### config.mk
export PLATFORM = sky130hd
export DESIGN_NAME = reg_cpu_slave_flat
export DESIGN_NICKNAME = d
export VERILOG_FILES = /design/src/rtl/reg_cpu_if.sv /design/src/rtl/reg_cpu_slave.sv /design/src/flat_wrapper.sv
export SDC_FILE = /design/constraint.sdc
export NUM_CORES = 1
export LEC_CHECK = 0
export ABC_AREA = 1
export CORE_MARGIN = 2
export CORE_UTILIZATION = 45
export DETAILED_ROUTE_END_ITERATION = 10
export PLACE_DENSITY = 0.72
export SLEW_MARGIN = 25
export SYNTH_ARGS = -nofsm -noshare
export SYNTH_HDL_FRONTEND = slang
export SYNTH_SLANG_ARGS = --single-unit
### constraint.sdc
create_clock -name reg_cpu_clk -period 2.2 [get_ports reg_cpu_clk]
set_input_delay 0.33 -clock reg_cpu_clk [delete_from_list [all_inputs] [get_ports reg_cpu_clk]]
set_output_delay 0.33 -clock reg_cpu_clk [all_outputs]
set_load 0.05 [all_outputs]
### src/rtl/reg_cpu_if.sv
// reg_cpu register bus: initiator drives the request, responder returns wack/rdv pulses.
interface reg_cpu_if #(
  parameter int unsigned AW = 32,
  parameter int unsigned DW = 32
) ();
  logic          cs;
  logic [AW-1:0] addr;
  logic [DW-1:0] data_wr;
  logic          we;
  logic          re;
  logic [DW-1:0] data_rd;
  logic          wack;
  logic          rdv;

  modport master (
    output cs, addr, data_wr, we, re,
    input  data_rd, wack, rdv
  );

  modport slave (
    input  cs, addr, data_wr, we, re,
    output data_rd, wack, rdv
  );
endinterface

### src/rtl/reg_cpu_slave.sv
// reg_cpu bus responder: decodes requests into the image-pipe config/status register bank.
// Flow: IDLE captures a request, WAIT burns WAIT_CYCLES, RESP commits/samples,
// RECOV carries the one-cycle wack/rdv pulse and ignores the bus.
module reg_cpu_slave #(
  parameter int unsigned   AW          = 32,
  parameter int unsigned   DW          = 32,
  parameter int unsigned   WAIT_CYCLES = 1,
  parameter logic [AW-1:0] BASE_ADDR   = '0
) (
  input  logic        reg_cpu_clk,
  input  logic        rst_n,
  reg_cpu_if.slave    bus,
  output logic        cfg_enable,
  output logic [15:0] cfg_width,
  output logic [15:0] cfg_height,
  input  logic        sts_busy,
  input  logic [15:0] sts_frame_cnt,
  input  logic        irq_frame_done,
  output logic        irq
);

  localparam logic [3:0]  WaitLast    = (WAIT_CYCLES == 0) ? 4'd0 : 4'(WAIT_CYCLES - 1);
  localparam logic [31:0] ImgSizeRst  = 32'h01E0_0280;

  typedef enum logic [1:0] {StIdle, StWait, StResp, StRecov} state_e;
  typedef enum logic [2:0] {SelCtrl, SelStatus, SelImg, SelIrq, SelScratch, SelNone} sel_e;

  state_e        state_q, state_d;
  logic [3:0]    cnt_q, cnt_d;
  logic          capture;

  logic [AW-1:0] addr_q;
  logic [DW-1:0] wdata_q;
  logic          op_we_q;

  logic          wack_q;
  logic          rdv_q;
  logic [DW-1:0] data_rd_q;

  logic [1:0]    ctrl_q;
  logic [31:0]   img_size_q;
  logic          irq_sts_q;
  logic [31:0]   scratch_q;
  logic          irq_q;

  logic [AW-1:0] offset;
  logic          unused_addr_bits;
  sel_e          sel;
  logic [31:0]   rd_val;
  logic          resp;
  logic          wr_commit;
  logic          irq_clr;

  // Next-state logic of the transaction sequencer.
  always_comb begin
    state_d = state_q;
    cnt_d   = cnt_q;
    capture = 1'b0;
    unique case (state_q)
      StIdle: begin
        if (bus.cs && (bus.we || bus.re)) begin
          capture = 1'b1;
          cnt_d   = 4'd0;
          state_d = (WAIT_CYCLES == 0) ? StResp : StWait;
        end
      end
      StWait: begin
        if (cnt_q == WaitLast) begin
          state_d = StResp;
        end else begin
          cnt_d = cnt_q + 4'd1;
        end
      end
      StResp:  state_d = StRecov;
      StRecov: state_d = StIdle;
    endcase
  end

  // Sequencer state and captured request; bus inputs are ignored once captured.
  always_ff @(posedge reg_cpu_clk or negedge rst_n) begin
    if (!rst_n) begin
      state_q <= StIdle;
      cnt_q   <= 4'd0;
      addr_q  <= '0;
      wdata_q <= '0;
      op_we_q <= 1'b0;
    end else begin
      state_q <= state_d;
      cnt_q   <= cnt_d;
      if (capture) begin
        addr_q  <= bus.addr;
        wdata_q <= bus.data_wr;
        // Write wins when both we and re are set.
        op_we_q <= bus.we;
      end
    end
  end

  assign offset           = addr_q - BASE_ADDR;
  assign unused_addr_bits = ^offset[1:0];
  assign resp             = (state_q == StResp);
  assign wr_commit        = resp && op_we_q;

  // Address decode of the captured request; anything outside the five words is unmapped.
  always_comb begin
    sel = SelNone;
    if (offset[AW-1:5] == '0) begin
      case (offset[4:2])
        3'd0:    sel = SelCtrl;
        3'd1:    sel = SelStatus;
        3'd2:    sel = SelImg;
        3'd3:    sel = SelIrq;
        3'd4:    sel = SelScratch;
        default: sel = SelNone;
      endcase
    end
  end

  // Read mux; unmapped reads return zero.
  always_comb begin
    rd_val = '0;
    case (sel)
      SelCtrl:    rd_val = {30'b0, ctrl_q};
      SelStatus:  rd_val = {15'b0, sts_busy, sts_frame_cnt};
      SelImg:     rd_val = img_size_q;
      SelIrq:     rd_val = {31'b0, irq_sts_q};
      SelScratch: rd_val = scratch_q;
      default:    rd_val = '0;
    endcase
  end

  assign irq_clr = wr_commit && (sel == SelIrq) && wdata_q[0];

  // Response pulses: raised at the RESP edge, dropped one cycle later with data cleared.
  always_ff @(posedge reg_cpu_clk or negedge rst_n) begin
    if (!rst_n) begin
      wack_q    <= 1'b0;
      rdv_q     <= 1'b0;
      data_rd_q <= '0;
    end else begin
      wack_q    <= wr_commit;
      rdv_q     <= resp && !op_we_q;
      data_rd_q <= (resp && !op_we_q) ? DW'(rd_val) : '0;
    end
  end

  // Register bank; writes commit on the same edge that raises wack.
  always_ff @(posedge reg_cpu_clk or negedge rst_n) begin
    if (!rst_n) begin
      ctrl_q     <= 2'b00;
      img_size_q <= ImgSizeRst;
      scratch_q  <= '0;
    end else if (wr_commit) begin
      case (sel)
        SelCtrl:    ctrl_q     <= wdata_q[1:0];
        SelImg:     img_size_q <= wdata_q[31:0];
        SelScratch: scratch_q  <= wdata_q[31:0];
        default:    ;
      endcase
    end
  end

  // Frame-done status: a new pulse beats a simultaneous W1C clear.
  always_ff @(posedge reg_cpu_clk or negedge rst_n) begin
    if (!rst_n) begin
      irq_sts_q <= 1'b0;
      irq_q     <= 1'b0;
    end else begin
      irq_sts_q <= irq_frame_done || (irq_sts_q && !irq_clr);
      irq_q     <= irq_sts_q && ctrl_q[1];
    end
  end

  assign bus.wack    = wack_q;
  assign bus.rdv     = rdv_q;
  assign bus.data_rd = data_rd_q;
  assign cfg_enable  = ctrl_q[0];
  assign cfg_width   = img_size_q[15:0];
  assign cfg_height  = img_size_q[31:16];
  assign irq         = irq_q;

endmodule

### src/flat_wrapper.sv
// flat-port wrapper written by rule: the top's interface ports become plain ports
module reg_cpu_slave_flat 
#(
  parameter int unsigned   AW          = 32,
  parameter int unsigned   DW          = 32,
  parameter int unsigned   WAIT_CYCLES = 1,
  parameter logic [AW-1:0] BASE_ADDR   = '0
)
  (reg_cpu_clk, rst_n, cfg_enable, cfg_width, cfg_height, sts_busy, sts_frame_cnt, irq_frame_done, irq, bus_cs, bus_addr, bus_data_wr, bus_we, bus_re, bus_data_rd, bus_wack, bus_rdv);
  reg_cpu_if #(.AW(AW), .DW(DW)) bus_i ();
  input  logic reg_cpu_clk;
  input  logic rst_n;
  output logic cfg_enable;
  output logic [15:0] cfg_width;
  output logic [15:0] cfg_height;
  input  logic sts_busy;
  input  logic [15:0] sts_frame_cnt;
  input  logic irq_frame_done;
  output logic irq;
  input wire logic [$bits(bus_i.cs)-1:0] bus_cs;
  input wire logic [$bits(bus_i.addr)-1:0] bus_addr;
  input wire logic [$bits(bus_i.data_wr)-1:0] bus_data_wr;
  input wire logic [$bits(bus_i.we)-1:0] bus_we;
  input wire logic [$bits(bus_i.re)-1:0] bus_re;
  output wire logic [$bits(bus_i.data_rd)-1:0] bus_data_rd;
  output wire logic [$bits(bus_i.wack)-1:0] bus_wack;
  output wire logic [$bits(bus_i.rdv)-1:0] bus_rdv;
  assign bus_i.cs = bus_cs;
  assign bus_i.addr = bus_addr;
  assign bus_i.data_wr = bus_data_wr;
  assign bus_i.we = bus_we;
  assign bus_i.re = bus_re;
  assign bus_data_rd = bus_i.data_rd;
  assign bus_wack = bus_i.wack;
  assign bus_rdv = bus_i.rdv;
  reg_cpu_slave #(.AW(AW), .DW(DW), .WAIT_CYCLES(WAIT_CYCLES), .BASE_ADDR(BASE_ADDR)) u_core (.reg_cpu_clk(reg_cpu_clk), .rst_n(rst_n), .bus(bus_i), .cfg_enable(cfg_enable), .cfg_width(cfg_width), .cfg_height(cfg_height), .sts_busy(sts_busy), .sts_frame_cnt(sts_frame_cnt), .irq_frame_done(irq_frame_done), .irq(irq));
endmodule
### After elaboration in Yosys (flattened, before gate mapping)

Cells that the tools add are included.

| cells by class | value |
|---|---|
| eq/ne operators | 14 |
| multiplexer cells | 12 |
| reduce and logical (&&, ||, !) cells | 22 |
| add/sub/neg operators | 1 |

Operators with widths:

| operator | number |
|---|---|
| $pmux W32 S5 | 1 |
| $mux W32 | 1 |
| $logic_not A27 Y1 | 1 |
| $pmux W3 S5 | 1 |
| $eq A3 B2 Y1 const B | 4 |
| $mux W4 | 2 |
| $pmux W2 S4 | 1 |
| $pmux W4 S2 | 1 |
| $reduce_and A2 Y1 | 4 |
| $logic_and A1 B1 Y1 | 7 |
| $eq A3 B1 Y1 const B | 2 |
| $eq A3 B3 Y1 const B | 2 |
| $logic_not A3 Y1 | 2 |
| $add A4 B1 Y4 const B | 1 |
| $eq A2 B2 Y1 const B | 2 |
| $logic_not A4 Y1 | 1 |
| $mux W2 | 2 |
| $ne A2 B1 Y1 const B | 2 |
| $mux W3 | 1 |
| $reduce_and A3 Y1 | 1 |
| $eq A2 B1 Y1 const B | 1 |
| $logic_not A1 Y1 | 2 |
| $logic_not A2 Y1 | 1 |
| $logic_or A1 B1 Y1 | 2 |
| other kinds (3) | 4 |

| word-level totals | value |
|---|---|
| output and inout bits | 68 |
| register bits | 173 |
| input port bits | 87 |
| word-level logic and storage cells | 62 |

### Longest topological paths before layout

| logic depth | value |
|---|---|
| word-level depth | 9 |
| gate-level depth with buffers | 11 |
| depth with buffers taken out | 10 |

### Worst setup path after synthesis

Ideal clock, no wire load.

| timing | value |
|---|---|
| kind | reg-to-reg |
| start | register u_core.state_q[0] |
| end | register u_core.addr_q[21] |
| path buffers | 2 |
| cell stages (with the launch flop) | 7 |
| setup time | 0.125 ns |
| arrival | 1.471 ns |
| required time | 2.075 ns |
| period minus slack after synthesis | 1.595 ns |
| slack | 0.605 ns |
| path through | dfrtp_1 inv_1 ha_1 nand3_1 buf_2 buf_4 mux2_2 |

| on the way | value |
|---|---|
| longest elaborated chain between the ends | 2 |

RTL lines:

| element | line | source |
|---|---|---|
| start: declaration | reg_cpu_slave.sv:28 | `state_e state_q, state_d;` |
| start signal: assignment | reg_cpu_slave.sv:82 | `state_q <= StIdle;` |
| start signal: assignment | reg_cpu_slave.sv:88 | `state_q <= state_d;` |
| $logic_not A2 Y1 | reg_cpu_slave.sv:59 | `unique case (state_q)` |
| $mux W1 | reg_cpu_slave.sv:59 |  |
| end signal: assignment | reg_cpu_slave.sv:91 | `addr_q <= bus.addr;` |
| end: declaration | reg_cpu_slave.sv:32 | `logic [AW-1:0] addr_q;` |

No other way between the ends.
A chain may end at the register's enable or synchronous reset.

### Worst setup path after layout

| timing | value |
|---|---|
| start | register u_core.img_size_q[23] |
| end | output cfg_height[7] |

RTL lines:

| element | line | source |
|---|---|---|
| start: declaration | reg_cpu_slave.sv:41 | `logic [31:0] img_size_q;` |
| start signal: assignment | reg_cpu_slave.sv:151 | `img_size_q <= ImgSizeRst;` |
| start signal: assignment | reg_cpu_slave.sv:156 | `SelImg: img_size_q <= wdata_q[31:0];` |
| end: declaration | flat_wrapper.sv:15 | `output logic [15:0] cfg_height;` |

No word-level cell between the ends.

==> impl_metrics.prom <==
# TYPE chip_impl_metric gauge
chip_impl_info{name="run_status",value="finished clean"} 1
chip_impl_metric{name="die_area",unit="mm^2"} 0.0166
chip_impl_info{name="yosysTopAreaCell",value="dfrtp_1"} 1
chip_impl_metric{name="wl",unit="um"} 16800
chip_impl_metric{name="final_count_of_pins_violating_max_slew",unit=""} 0
chip_impl_metric{name="grt.total_usage",unit="%"} 21.1
chip_impl_metric{name="power.share.combinational",unit="%"} 19.7
chip_impl_metric{name="tritoncts.num_buffers",unit=""} 17
chip_impl_info{name="synth_commonest_cells",value="nand2_1 (176), dfrtp_1 (165), nand3_1 (71)"} 1
chip_impl_info{name="path_delay_family",value="buffers and inverters"} 1
chip_impl_metric{name="via_count_of_the_first_global_routing_pass",unit=""} 5422
chip_impl_metric{name="number_of_non_filler_instances_in_the_completed_layout",unit=""} 1074
chip_impl_metric{name="detail_route.iter0.violations",unit=""} 384
chip_impl_metric{name="post_synth_num_cell_types",unit=""} 31
chip_impl_metric{name="async_reset_ff_share",unit="%"} 100
chip_impl_metric{name="finalNetCount",unit=""} 942
chip_impl_metric{name="cp.buffers_inverters",unit=""} 1
chip_impl_metric{name="maxCapViolations",unit=""} 0
chip_impl_info{name="grt_setup_unrepaired",value="no"} 1
chip_impl_metric{name="fin_hold_ws",unit="ns"} 0.457
chip_impl_metric{name="clock_sinks",unit=""} 171
chip_impl_metric{name="tightestPinTransition",unit="ns"} 0.576
chip_impl_metric{name="antenna_cells_inserted",unit=""} 0
chip_impl_metric{name="fin_util",unit="%"} 62.3
chip_impl_metric{name="share_of_synthesized_area_occupied_by_flip_flops_and_latches",unit="%"} 61.0
chip_impl_metric{name="ctsHtreeMaxLevel",unit=""} 4
chip_impl_metric{name="pre_cts_slack",unit="ns"} 0.239
chip_impl_metric{name="share_seq_of_total_power",unit="%"} 47.0
chip_impl_metric{name="timing.slew.headroom",unit="%"} 61.6
chip_impl_metric{name="numPlacedInstances",unit=""} 1039
chip_impl_metric{name="yosysTopAreaCellShare",unit="%"} 58.7
chip_impl_info{name="post_synth_main_area_contributors",value="dfrtp_1 (59%), nand2_1 (9.4%), mux2_2 (9.3%)"} 1
chip_impl_metric{name="layout-area-overhead-vs-synth",unit="%"} 35.3
chip_impl_metric{name="synthesis.nets",unit=""} 781
chip_impl_metric{name="critical_path.max_fanout",unit=""} 3
chip_impl_metric{name="leakagePower",unit="nW"} 4.22
chip_impl_info{name="hp-class",value="primary input to asynchronous set/reset pin"} 1
chip_impl_metric{name="post_synth_edffs",unit=""} 0
chip_impl_metric{name="fmax",unit="MHz"} 477
chip_impl_metric{name="chip_height",unit="um"} 129
chip_impl_metric{name="ios",unit=""} 155
chip_impl_metric{name="final-setup-viol-count",unit=""} 0
chip_impl_metric{name="clock_skew",unit="ns"} 0.00621
chip_impl_metric{name="power.ir.vdd_worst",unit="uV"} 711
chip_impl_metric{name="drive_gt1_share",unit="%"} 15.4
chip_impl_metric{name="period_utilisation_layout",unit="%"} 95.3
chip_impl_info{name="tritoncts",value="yes"} 1
chip_impl_metric{name="switching_power",unit="mW"} 2.49
chip_impl_metric{name="routabilityCongestion",unit=""} 0.817
chip_impl_metric{name="timing.final.ws_setup",unit="ns"} 0.103
chip_impl_metric{name="drt-pass1-iter-count",unit=""} 4
chip_impl_metric{name="power",unit="mW"} 8.96
chip_impl_metric{name="number_of_cells_produced_by_synthesis",unit=""} 689
chip_impl_info{name="synth_most_common_cell",value="nand2_1"} 1
chip_impl_metric{name="numPortBuffers",unit=""} 152
chip_impl_metric{name="placement_rows",unit=""} 45
chip_impl_info{name="endpoint_kind",value="primary output"} 1
chip_impl_metric{name="drt_drc_violations_left",unit=""} 0
chip_impl_metric{name="routed_via_density",unit=""} 4.98
chip_impl_info{name="highest_delay_cell_along_the_critical_path",value="clkdlybuf4s50_1"} 1
chip_impl_metric{name="final_cell_area",unit="mm^2"} 0.00951
chip_impl_metric{name="core_area",unit="mm^2"} 0.0153
chip_impl_metric{name="syn_avg_cell_area",unit="um^2"} 10.2
chip_impl_metric{name="postSynthRegisterBits",unit=""} 171
chip_impl_metric{name="critical_path_required",unit="ns"} 1.87
chip_impl_metric{name="power.share.clock",unit="%"} 33.2
chip_impl_metric{name="power_report.internal_total",unit="mW"} 6.47
chip_impl_metric{name="number_of_antenna_violations_at_the_first_check_in_global_routing",unit=""} 0
chip_impl_metric{name="detail-route-antenna-nets",unit=""} 0
chip_impl_metric{name="worstSkewPairLatency",unit="ns"} 0.42
chip_impl_metric{name="grt_overflow",unit=""} 0
chip_impl_metric{name="global_route_wire_length_before_repair",unit="um"} 27000
chip_impl_metric{name="post-dp-hpwl",unit="um"} 11500
chip_impl_metric{name="effective_utilization_at_floorplan",unit="%"} 46.1
chip_impl_metric{name="clk_transition_reported_paths",unit="ns"} 0.06
chip_impl_info{name="worstPathCellList",value="clkdlybuf4s50_1"} 1
chip_impl_metric{name="synthesis.area",unit="mm^2"} 0.00703
chip_impl_metric{name="finalSetupTns",unit="ns"} 0
chip_impl_metric{name="power.density_cell_area",unit="mW/mm^2"} 943
chip_impl_metric{name="final-hold-violation-count",unit=""} 0
chip_impl_metric{name="postPlaceCellArea",unit="mm^2"} 0.00889
chip_impl_metric{name="ctsLongestPathBuffers",unit=""} 2
chip_impl_metric{name="dieWidth",unit="um"} 129
chip_impl_info{name="timing_worst_setup_path_type",value="flip-flop to primary output"} 1
chip_impl_metric{name="swShare",unit="%"} 27.8
chip_impl_metric{name="cpPeakStageDelay",unit="ns"} 0.80
chip_impl_metric{name="total_vias_in_the_final_route",unit=""} 5353
chip_impl_metric{name="cts-resized-gates",unit=""} 0
chip_impl_metric{name="period_minus_slack",unit="ns"} 2.10
chip_impl_info{name="clock-root-buffer",value="clkbuf_16"} 1
chip_impl_metric{name="cp.arrival",unit="ns"} 1.77
chip_impl_metric{name="grt_max_degree",unit=""} 62
chip_impl_metric{name="ys.warnings.count",unit=""} 0
chip_impl_metric{name="wl_cell",unit="um"} 15.6
chip_impl_info{name="start_kind",value="flip-flop"} 1
chip_impl_info{name="synth_ff_type",value="dfrtp_1"} 1
[kinds of logic (layout without fill, tap and decap cells)]
kind of cell / count (synthesis) / in the layout / synth area share (%)
xor gates and xnor gates: 1 / 1 / 0.125
buffers and inverters: 81 / 255 / 5.07
DFF: 171 / 171 / 61.0
AOI/OAI and AO/OA: 81 / 81 / 5.89
muxes: 58 / 58 / 9.29
adders and majority gates: 5 / 5 / 0.890
and+or+nand+nor: 292 / 292 / 17.8
[power groups by stage]
stage	combinational (mW)	sequential (mW)	clock, mW
2_1_floorplan	1.13	4.20	0
5_1_grt	1.94	4.30	3.18
3_5_place_dp	1.77	4.26	0
3_3_place_gp	1.67	4.22	0
4_1_cts	1.78	4.21	3.04
6_report	1.77	4.22	2.98
[per-layer routing]
metal	vias to the layer above	GRT usage [%]	routed length, um
met5	-	0	0
met3	25	4.37	863
met4	0	8.63	312
li1	2569	-	-
met1	2609	27.3	7110
met2	150	35.1	8480
[flip-flops by register name, summed over array words and instances (netlist names)]
register            flops
u_core.bus.rdv          1
u_core.scratch_q       32
u_core.addr_q          30
u_core.bus.wack         1
u_core.bus.data_rd     32
u_core.img_size_q      32
u_core.wdata_q         32
u_core.irq              1
u_core.ctrl_q           2
u_core.irq_sts_q        1
u_core.op_we_q          1
u_core.cnt_q            4
u_core.state_q          2
[worst paths after layout]
check                      cells after the start                  start  slack, ns                endpoint
max reg2reg                                   10      u_core.addr_q[24]       0.29  u_core.bus.data_rd[14]
max                                            1  u_core.img_size_q[23]       0.10           cfg_height[7]
min in group reg_cpu_clk                       2  u_core.img_size_q[22]       0.47   u_core.img_size_q[22]
min reg2reg                                    2  u_core.img_size_q[22]       0.47   u_core.img_size_q[22]
min                                            2                  rst_n       0.46       u_core.wdata_q[7]
max in group asynchronous                      3                  rst_n       1.04       u_core.addr_q[12]
[cell usage in the layout (no fill, tap or decap), types with 6 or more instances in the layout]
cell	count
buf_4	18
o21ai_1	15
clkdlybuf4s50_1	151
clkbuf_16	17
inv_1	42
dfstp_2	6
buf_12	6
nor2_1	30
dfrtp_1	165
nand3_1	70
mux2_2	58
o21ai_0	24
nand2_1	176
a21oi_1	38
[timing repair]
item | in CTS | in global routing
setup endpoints to repair | 0 | 2
hold buffers | 1 | 0
endpoints found under the hold margin | 55 | 0
buffers inserted | 0 | 2
[cell type report]
class | instances | area (um^2)
Clock buffer | 21 | 480
Clock inverter | 11 | 118
Fill cell | 1244 | 5750
Inverter | 46 | 173
Multi-Input combinational cell | 437 | 2400
Sequential cell | 171 | 4290
Tap cell | 211 | 264
Timing Repair Buffer | 177 | 1790
Note: power is estimated with default switching activity, not from simulation.
==> edit 1: new RTL, same flow settings <==
`DW` is set to 32 in 3 places; all go to 64.
--- a/src/rtl/reg_cpu_if.sv
+++ b/src/rtl/reg_cpu_if.sv
@@ -1,7 +1,7 @@
 // reg_cpu register bus: initiator drives the request, responder returns wack/rdv pulses.
 interface reg_cpu_if #(
   parameter int unsigned AW = 32,
-  parameter int unsigned DW = 32
+  parameter int unsigned DW = 64
 ) ();
   logic          cs;
   logic [AW-1:0] addr;
--- a/src/rtl/reg_cpu_slave.sv
+++ b/src/rtl/reg_cpu_slave.sv
@@ -3,7 +3,7 @@
 // RECOV carries the one-cycle wack/rdv pulse and ignores the bus.
 module reg_cpu_slave #(
   parameter int unsigned   AW          = 32,
-  parameter int unsigned   DW          = 32,
+  parameter int unsigned   DW          = 64,
   parameter int unsigned   WAIT_CYCLES = 1,
   parameter logic [AW-1:0] BASE_ADDR   = '0
 ) (
--- a/src/flat_wrapper.sv
+++ b/src/flat_wrapper.sv
@@ -2,7 +2,7 @@
 module reg_cpu_slave_flat 
 #(
   parameter int unsigned   AW          = 32,
-  parameter int unsigned   DW          = 32,
+  parameter int unsigned   DW          = 64,
   parameter int unsigned   WAIT_CYCLES = 1,
   parameter logic [AW-1:0] BASE_ADDR   = '0
 )
Interface: changed (resized bus_data_rd and bus_data_wr); port bits go from 155 to 219. No check against the original RTL was run, so the function may have changed too.
==> edit 1 against the unedited design <==
- design area rose by 0.92%
- routed wire length shrank 1.7%
- clock skew increased by 0.0073 ns
- first-iteration DRC count down 11%
- power grew 0.47%
- sequential cell count unchanged
- critical path type unchanged
- sequential power is 1% lower
- setup slack got worse by 0.020 ns
- area after synthesis increased by 2.9%
==> edit 1: results (changes against the unedited design) <==
Cells and area
  – Proportion of layout cells with a drive suffix above 1: 13.6% (-1.8 points)
  – # fillers: 1,340 (+7.7%)
  – Net count of the finished layout: 1,003 (+6.5%)
  – Number of antenna repair diodes: 0 (unchanged)
  – Multi-input logic area: 0.00245 mm2 (+2.2%)

Run status
  – Outcome: finished clean

Timing
  – Final worst-path setup slack: 0.0836 ns (-0.0196 ns)
  – Final hold slack: 0.472 ns (+0.0153 ns)
  – Relative slew slack: 61.1% (-0.49 points)
  – Worst-case clock skew: 0.0135 ns (+0.00729 ns)
  – Number of endpoints failing setup at the final stage: 0 (unchanged)

Pwr
  – Lkg Pwr: 4.29 nW (+1.8%)
  – Max rail drop VDD: 0.599 mV (-16%)
  – Switching power: 2.67 mW (+7.3%)
  – Power density over the cells: 938 mW/mm2 (-0.45%)

Critical path
  – Data arrival, critical path: 1.79 ns (+0.02 ns)
  – Worst reg2reg path startpoint: u_core.state_q[0]
  – Slack of the worst reg-to-reg path: 0.19 ns (-0.10 ns)
  – Terminus of the critical flop-to-flop path: u_core.scratch_q[30]
  – Worst Reg2Reg Path Length in Cells: 8 (-2)
  – Critical-path top delay cell: sky130_fd_sc_hd__clkdlybuf4s50_1
  – Last element of the critical path: cfg_height[6]
  – Launch point of the critical path: u_core.img_size_q[22]

Placement
  – Post-place setup slack: 0.216 ns (-0.0224 ns)
  – GP Congestion: 0.877 (+7.2%)
  – Half-perimeter wire length of the detailed placement result: 11,500 um (+0.58%)

Routing
  – DRC violation total after the first TritonRoute iteration: 342 (-11%)
  – Vias: 5,415 (+1.2%)
  – Number of search-and-repair iterations in the first detailed-routing pass: 5 (+1)
  – Routed wire length: 16,500 um (-1.7%)

Synthesis
  – Leading post-synthesis cells by cell area: sky130_fd_sc_hd__dfrtp_1, sky130_fd_sc_hd__mux2_2, sky130_fd_sc_hd__nand2_1, sky130_fd_sc_hd__nand3_1, sky130_fd_sc_hd__buf_4
  – List of most frequent post-synthesis cells: sky130_fd_sc_hd__dfrtp_1, sky130_fd_sc_hd__nand2_1, sky130_fd_sc_hd__nand3_1
  – Synthesized instance count: 721 (+4.6%)
  – Sequential share of the synthesized area: 59.2% (-1.7 points)
  – Synth cell types: 31 (unchanged)

Global routing
  – Largest net degree at the start of global routing: 63 (+1.6%)
  – Overall fraction of global-route tracks in use: 20.4% (-0.79 points)
  – First-pass GRT wire length: 26,400 um (-2.2%)

Clock tree
  – Longest Clk Path Bufs: 2 (unchanged)
## edit 1: cell types whose count changed in the layout (fill, tap and decap cells not counted), sizes merged, moves of 9 or more
cell   before  now
nand2     177  151
conb        0   32
o21ai      39   57
nand3      72   63
inv        45   61
## edit 1: cells by family (layout without fill, tap and decap cells)
logic type	Yosys count	in the layout	synth area share [%]
and+or+nand+nor	264	264	15.8
buffers and inverters	122	262	8.66
adders and majority gates	5	5	0.864
other	1	32	0.0518
DFF	171	171	59.2
xor gates and xnor gates	1	1	0.121
muxes	50	50	7.78
AOI/OAI and AO/OA	107	107	7.52
## edit 1: metal layers
layer	vias up	track usage, %	wire, um
li1	2607	-	-
met1	2584	26.9	7040
met2	206	31.7	7720
met3	18	7.37	1470
met4	0	6.13	249
met5	-	0	0
## edit 1: area by class of cell
class | instances | share of cell area, %
well taps | 216 | 2.82
clock buffers | 17 | 4.43
multi-input cells | 459 | 25.6
inverters | 56 | 2.19
clock inverters | 15 | 1.68
repair buffers | 174 | 18.7
flip-flops and latches | 171 | 44.7
==> edit 2: new RTL, config.mk and constraints unchanged <==
Made on the original files. Encoding of `state_e`: now one-hot (4 bits for 4 states).
--- a/src/rtl/reg_cpu_slave.sv
+++ b/src/rtl/reg_cpu_slave.sv
@@ -22,7 +22,7 @@
   localparam logic [3:0]  WaitLast    = (WAIT_CYCLES == 0) ? 4'd0 : 4'(WAIT_CYCLES - 1);
   localparam logic [31:0] ImgSizeRst  = 32'h01E0_0280;
 
-  typedef enum logic [1:0] {StIdle, StWait, StResp, StRecov} state_e;
+  typedef enum logic [3:0] {StIdle = 4'b0001, StWait = 4'b0010, StResp = 4'b0100, StRecov = 4'b1000} state_e;
   typedef enum logic [2:0] {SelCtrl, SelStatus, SelImg, SelIrq, SelScratch, SelNone} sel_e;
 
   state_e        state_q, state_d;
Behaviour: no difference found for any inputs over 10 cycles, from zero or initial values and one cycle with rst_n low; not proved beyond that.
==> edit 2 against the unedited design <==
- cell count rose by 11%
- area after synthesis rose by 0.57%
- maximum frequency fell by 1.0%
- sequential cell count rose by 2
- clock skew rose by 0.0029 ns
- largest power group unchanged
- first-iteration DRC count rose by 3.9%
- routed wire length barely moved
- register-to-register slack got worse by 0.03 ns
- design area fell by 0.24%
- power fell by 7.5%
- critical path type unchanged
- setup slack got worse by 0.021 ns
- via count rose by 7.1%
==> edit 2: results (changes against the unedited design) <==
Run status
  – Outcome: finished clean

Global routing
  – Met2 GRT Util: 35.5% (+0.40 points)
  – Overall fraction of global-route tracks in use: 21.2% (+0.044 points)
  – Largest net degree at the start of global routing: 48 (-23%)
  – Met3 track utilization from global routing: 4.29% (-0.072 points)
  – First-pass GRT wire length: 27,400 um (+1.4%)
  – Global routing met1 resource utilization: 27.4% (+0.18 points)
  – Vias in the first global route: 5,596 (+3.2%)

Cells and area
  – Net count of the finished layout: 1,057 (+12%)
  – Post-Layout Cell Count: 1,192 (+11%)
  – # fillers: 1,308 (+5.1%)
  – Proportion of layout cells with a drive suffix above 1: 7.95% (-7.5 points)

Pwr
  – Switching power: 2.38 mW (-4.6%)
  – Max rail drop VDD: 0.593 mV (-17%)
  – Internal power: 5.92 mW (-8.6%)
  – P_clk: 2.79 mW (-6%)
  – Lkg Pwr: 4.46 nW (+5.7%)

Critical path
  – Terminus of the critical flop-to-flop path: u_core.scratch_q[1]
  – Slack of the worst reg-to-reg path: 0.26 ns (-0.03 ns)
  – Worst Reg2Reg Path Length in Cells: 11 (+1)
  – Data arrival, critical path: 1.79 ns (+0.02 ns)
  – Worst reg2reg path startpoint: u_core.addr_q[22]

Routing
  – Routed wire length: 16,800 um (about the same)
  – Number of search-and-repair iterations in the first detailed-routing pass: 5 (+1)
  – DRC violation total after the first TritonRoute iteration: 399 (+3.9%)
  – Wire length on met1: 7380 um (+3.7%)
  – Routed length on met3: 765 um (-11%)
  – Vias: 5,734 (+7.1%)

Synthesis
  – Adder-cell share of the synthesized area: 0.354% (-0.54 points)
  – XOR/XNOR share of the synthesized area: 0.248% (+0.12 points)
  – Synthesized instance count: 811 (+18%)
  – Sequential share of the synthesized area: 61.4% (+0.38 points)
  – Compound-cell area share of the yosys netlist: 5.54% (-0.35 points)
  – List of most frequent post-synthesis cells: sky130_fd_sc_hd__nand2_1, sky130_fd_sc_hd__dfrtp_1, sky130_fd_sc_hd__nand3_1
  – Synth cell types: 28 (-9.7%)
  – Syn nets: 900 (+15%)
  – Mux cell area share after synthesis: 0% (-9.3 points)

Placement
  – Half-perimeter wire length of the detailed placement result: 11,300 um (-1.3%)
  – Post-place setup slack: 0.269 ns (+0.0306 ns)
  – Placed standard-cell area: 0.00892 mm2 (+0.42%)
  – GP Congestion: 0.824 (+0.77%)
[edit 2: cell count changes after synthesis, sizes merged, moves of 3 or more]
cell,delta
a21oi,-8
clkbuf,+9
ha,-3
mux2,-58
nand2,+175
nand4,+4
nor3,+3
o21ai,+5
[edit 2: repair_timing]
action,CTS,global route
hold buffers,1,0
setup endpoints to repair,0,0
hold endpoints to repair,43,0
[edit 2: layout make-up]
type	count	area (um2)	area share, %
sequential	173	4340	45.7
multi-input combinational	550	2370	25.0
timing repair buffer	180	1790	18.8
clock buffer	20	457	4.81
tap	211	264	2.78
inverter	46	173	1.82
clock inverter	12	96.3	1.02
[edit 2: cells by family after synthesis]
logic type / count (synthesis)
XOR/XNOR: 2
buffers and inverters: 88
flip-flops: 173
AND/OR/NAND/NOR: 469
adder cells (fa/ha/maj): 2
AO/OA/AOI/OAI: 77
